===== config.mk =====
export PLATFORM = sky130hd
export DESIGN_NAME = rambit_bist
export DESIGN_NICKNAME = d
export VERILOG_FILES = /design/src/rtl/rambit_bist.sv
export SDC_FILE = /design/constraint.sdc
export NUM_CORES = 1
export LEC_CHECK = 0
export ABC_CLOCK_PERIOD_IN_PS = 2900
export BUFFER_PORTS_ARGS = -buffer_cell sky130_fd_sc_hd__buf_4
export CELL_PAD_IN_SITES_DETAIL_PLACEMENT = 0
export CELL_PAD_IN_SITES_GLOBAL_PLACEMENT = 2
export CORE_MARGIN = 4
export CORE_UTILIZATION = 24
export CTS_CLUSTER_DIAMETER = 100
export CTS_CLUSTER_SIZE = 30
export DETAILED_ROUTE_END_ITERATION = 10
export GPL_ROUTABILITY_DRIVEN = 0
export PLACE_DENSITY = 0.91
export SLEW_MARGIN = 20
export SYNTH_ARGS = -nofsm -noshare
export SYNTH_HDL_FRONTEND = slang
export SYNTH_SLANG_ARGS = --single-unit

===== constraint.sdc =====
create_clock -name clk -period 2.9 [get_ports clk]
set_input_delay 0.435 -clock clk [delete_from_list [all_inputs] [get_ports clk]]
set_output_delay 0.435 -clock clk [all_outputs]
set_load 0.1 [all_outputs]

===== src/rtl/rambit_bist.sv =====
// March C- self-test controller and functional port mux for a bit-masked
// single-port RAM with registered, read-first read data.
module rambit_bist #(
    parameter int DW = 16,
    parameter int AW = 8
) (
    input  logic          clk,
    input  logic          rst,
    input  logic          start,
    input  logic          usr_ce,
    input  logic [DW-1:0] usr_we,
    input  logic [AW-1:0] usr_addr,
    input  logic [DW-1:0] usr_din,
    output logic [DW-1:0] usr_dout,
    output logic          mem_ce,
    output logic [DW-1:0] mem_we,
    output logic [AW-1:0] mem_addr,
    output logic [DW-1:0] mem_din,
    input  logic [DW-1:0] mem_dout,
    output logic          busy,
    output logic          done,
    output logic          fail,
    output logic [AW-1:0] fail_addr,
    output logic [DW-1:0] fail_mask
);

    typedef enum logic [3:0] {
        S_IDLE, S_M0, S_M1, S_M2, S_M3, S_M4, S_M5, S_DRAIN, S_FIN
    } state_t;

    localparam logic [AW-1:0] ADDR_MAX = '1;

    state_t        state, state_nxt;
    logic [AW-1:0] addr_q, addr_nxt;
    logic          rd_en;
    logic [DW-1:0] rd_exp;
    logic          vld_p0;
    logic [DW-1:0] exp_p0;
    logic [AW-1:0] addr_p0;
    logic          miscmp;

    // Data written by each element (only meaningful while mem_we is set).
    function automatic logic [DW-1:0] wr_pattern(input state_t s);
        logic [DW-1:0] p;
        case (s)
            S_M1, S_M3: p = '1;
            default:    p = '0;
        endcase
        return p;
    endfunction

    // Data each read element expects to find before it overwrites the word.
    function automatic logic [DW-1:0] rd_expect(input state_t s);
        logic [DW-1:0] p;
        case (s)
            S_M2, S_M4: p = '1;
            default:    p = '0;
        endcase
        return p;
    endfunction

    // State and sweep address register; reset only touches control state.
    always_ff @(posedge clk) begin
        if (rst) begin
            state  <= S_IDLE;
            addr_q <= '0;
        end else begin
            state  <= state_nxt;
            addr_q <= addr_nxt;
        end
    end

    // Element sequencing with explicit terminal-address detection per direction.
    always_comb begin
        state_nxt = state;
        addr_nxt  = addr_q;
        case (state)
            S_IDLE: begin
                if (start) begin
                    state_nxt = S_M0;
                    addr_nxt  = '0;
                end
            end
            S_M0, S_M1, S_M2, S_M5: begin
                if (addr_q == ADDR_MAX) begin
                    case (state)
                        S_M0:    begin state_nxt = S_M1;    addr_nxt = '0;       end
                        S_M1:    begin state_nxt = S_M2;    addr_nxt = '0;       end
                        S_M2:    begin state_nxt = S_M3;    addr_nxt = ADDR_MAX; end
                        default: begin state_nxt = S_DRAIN; addr_nxt = '0;       end
                    endcase
                end else begin
                    addr_nxt = addr_q + 1'b1;
                end
            end
            S_M3, S_M4: begin
                if (addr_q == '0) begin
                    if (state == S_M3) begin
                        state_nxt = S_M4;
                        addr_nxt  = ADDR_MAX;
                    end else begin
                        state_nxt = S_M5;
                        addr_nxt  = '0;
                    end
                end else begin
                    addr_nxt = addr_q - 1'b1;
                end
            end
            S_DRAIN: state_nxt = S_FIN;
            S_FIN:   state_nxt = S_IDLE;
            default: state_nxt = S_IDLE;
        endcase
    end

    // RAM port drive: controller owns the port while busy, otherwise pass-through.
    always_comb begin
        busy     = 1'b0;
        done     = 1'b0;
        rd_en    = 1'b0;
        rd_exp   = rd_expect(state);
        mem_ce   = usr_ce;
        mem_we   = usr_we;
        mem_addr = usr_addr;
        mem_din  = usr_din;
        case (state)
            S_M0, S_M1, S_M2, S_M3, S_M4: begin
                busy     = 1'b1;
                rd_en    = (state != S_M0);
                mem_ce   = 1'b1;
                mem_we   = '1;
                mem_addr = addr_q;
                mem_din  = wr_pattern(state);
            end
            S_M5: begin
                busy     = 1'b1;
                rd_en    = 1'b1;
                mem_ce   = 1'b1;
                mem_we   = '0;
                mem_addr = addr_q;
                mem_din  = '0;
            end
            S_DRAIN: begin
                busy     = 1'b1;
                mem_ce   = 1'b0;
                mem_we   = '0;
                mem_addr = addr_q;
                mem_din  = '0;
            end
            S_FIN:   done = 1'b1;
            default: ;
        endcase
    end

    assign usr_dout = mem_dout;

    // ---- stage p0: compare stage loaded on each read cycle, used when data returns
    always_ff @(posedge clk) begin
        if (rst) begin
            vld_p0 <= 1'b0;
        end else begin
            vld_p0 <= rd_en;
        end
    end

    // Expected pattern and address travel alongside vld_p0 (data path, no reset).
    always_ff @(posedge clk) begin
        exp_p0  <= rd_exp;
        addr_p0 <= addr_q;
    end

    assign miscmp = vld_p0 && (mem_dout != exp_p0);

    // Sticky failure flag; only the first miscompare of a run is captured.
    always_ff @(posedge clk) begin
        if (rst) begin
            fail      <= 1'b0;
            fail_addr <= '0;
            fail_mask <= '0;
        end else if (state == S_IDLE && start) begin
            fail      <= 1'b0;
            fail_addr <= '0;
            fail_mask <= '0;
        end else if (miscmp && !fail) begin
            fail      <= 1'b1;
            fail_addr <= addr_p0;
            fail_mask <= mem_dout ^ exp_p0;
        end
    end

endmodule

==> summary.txt <==
Layout
  – Ant diodes: 0
  – Commonest non-fill, non-tap cells in the layout: 152 x buf_4, 47 x dfxtp_1, 37 x nor2_1
  – Share of cells above drive strength 1: 36.3%
  – Area grow syn2layout: 45.6%
  – NumNets Final: 526
  – Most common cell after layout, fill and taps aside: buf_4
  – Fin util: 35.8%
  – Final Instance Area: 0.00408 mm^2

Global routing
  – First-pass GRT wire length: 13200 um
  – Vias in the first global route: 2716
  – Initial antenna violation count: 0
  – Maximum number of pins on one net before global-route repair: 41
  – GR Util All Layers: 12.0%
  – Total congestion overflow: 0

Worst setup path
  – Crit. End Element: output port
  – Max stage delay cell, worst path: dfxtp_1
  – Startpoint Class: flop
  – Delay-heaviest family, CP: buffers and inverters
  – Arr. time, crit path: 2.02 ns
  – Crit Path Class: reg2out
  – CP most frequent cell: buf_4
  – Reg2Reg Setup Slack: 0.56 ns
  – Buf/Inv on CP: 3
  – Max incr delay on CP: 0.31 ns
  – Critical Path RT: 2.47 ns
  – Cell chain of the critical path: nor3_1 > or2_2 > buf_4 > inv_1 > o21a_2 > buf_4
  – Worst Path Max Fanout: 28

CTS
  – CTS tree: yes
  – Hold buffer count at cts: 0
  – Clk pin slew, worst setup/hold paths: 0.06 ns
  – Clk buf depth: 2
  – CTS H-tree depth: 2
  – Clock tree sinks: 47
  – Skew-Pair Late Insertion Delay: 0.28 ns
  – TritonCTS buffer count: 5
  – # resized after CTS: 0
  – Clk root buf: clkbuf_16
  – Post-CTS setup repair buffer count: 0

STA
  – FMAX: 0.408 GHz
  – Max Transition Viols Final: 0
  – Unrepaired setup endpoints after global routing: no
  – Final Cycle Share: 84.6%
  – Final hold slack: 0.432 ns
  – Clk_skew: 0.00328 ns
  – Slew margin rel.: 54.7%
  – Final TNS setup: 0 ns
  – Tmin final: 2.45 ns
  – Final setup vio count: 0
  – Worst Max-Slew Pin Slew: 0.680 ns
  – Hold Vio Cnt, Final: 0

Min path
  – Hold Path Class: in2reg

Flow run
  – Max-cap viol count: 0

Placement
  – Port Buffers: 143
  – Post-DP HPWL: 6600 um
  – Placed instance area: 0.00390 mm^2

Logic synthesis
  – Mapped Avg Cell Area: 8.04 um^2
  – Yosys cell types: 44
  – Mapped cell area: 0.00281 mm^2
  – Sequential-to-total area share from yosys stat: 33.5%
  – Yosys reg bits: 47
  – Top FF cell, synth: dfxtp_1
  – Post-synth EDFFs: 0
  – Asr flop ratio synth: 0%
  – Cell count after synthesis: 349
  – Syn Nets: 411
  – Synth warnings: 0

Die
  – I/O pins: 144
  – Die height: 116 um
  – Core area: 0.0114 mm^2
  – Die X: 116 um
  – Num rows: 39
  – Die Area: 0.0135 mm^2
  – Initial Util: 24.6%

Drt
  – WL/cell: 13.7 um
  – Vias per Instance: 4.74
  – DR iter-0 viols: 148
  – Via count: 2883
  – Post-Route WL: 8350 um
  – Post-DRT Antenna Nets: 0
  – DRT Pass-1 Iters: 4
  – DR DRC count: 0

Status
  – Status: finished clean
## kinds of logic after synthesis
group,synth area share (%)
multiplexers,4.64
adder cells (fa/ha/maj),0.892
AND/OR/NAND/NOR,19.1
AO/OA/AOI/OAI,25.3
flip-flops,33.5
XOR/XNOR,6.87
buffers and inverters,9.59
## path summary, 6_finish.rpt
check,from,endpoint,depth (start not counted)
hold reg to reg,addr_p0[2],fail_addr[2],2
setup reg to reg,addr_q[0],state[0],7
hold / removal,rst,addr_q[0],2
setup / recovery,state[0],mem_ce,6
## synthesized netlist by cell type, drive strengths merged (6+ instances only)
cell type | instances | share of area, %
nand2 | 31 | 4.1
xnor2 | 19 | 5.9
a21oi | 11 | 2.4
mux2i | 13 | 4.6
nand4 | 7 | 1.6
a211oi | 18 | 4.8
a31oi | 9 | 2.0
nor3 | 7 | 1.2
dfxtp | 47 | 34
buf | 23 | 5.8
o21ai | 15 | 2.7
inv | 7 | 0.94
a21o | 33 | 8.8
nor2 | 37 | 5.0
or4 | 6 | 1.7
clkbuf | 21 | 2.8
## sequential cells by signal, summed over array words and instances, names as in the netlist
| signal | flops |
|---|---|
| fail_mask | 16 |
| addr_p0 | 8 |
| addr_q | 8 |
| fail_addr | 8 |
| state | 4 |
| exp_p0 | 1 |
| fail | 1 |
| vld_p0 | 1 |
## worst register-to-register path, cell delays in order, from the launching register on
cell	delay [ns]
dfxtp_1	0.42
inv_1	0.16
ha_1	0.26
or4b_4	0.51
or4_4	0.49
a21oi_4	0.17
o211ai_1	0.12
a21oi_1	0.15
## per-stage QoR
stage / std cells / setup WS, ns
global route: 608 / 0.256
global placement: 600 / 0.579
detailed placement: 600 / 0.448
CTS: 608 / 0.128
finish: 608 / 0.446
floorplan: 349 / -0.111
## cell type report
cell class / instances / area [um^2]
clock inverters: 2 / 38.8
inverters: 7 / 26.3
fillers: 1212 / 7330
multi-input cells: 251 / 1620
repair buffers: 152 / 1140
clock buffers: 6 / 139
flip-flops and latches: 47 / 941
well taps: 143 / 179
## metal layers
| layer | up-vias | GRT usage, % | part of all wire [%] | wire length (um) |
|---|---|---|---|---|
| met3 | 4 | 3.37 | 11 | 935 |
| met1 | 1271 | 16.0 | 44 | 3670 |
| met5 | - | 0 | 0 | 0 |
| met2 | 152 | 19.8 | 44 | 3710 |
| li1 | 1456 | - | - | - |
| met4 | 0 | 1.86 | 0.47 | 39 |
Power is left out: the tool's default activity adds up to more than one toggle a clock period on the data nets, which glitch-free logic cannot reach.
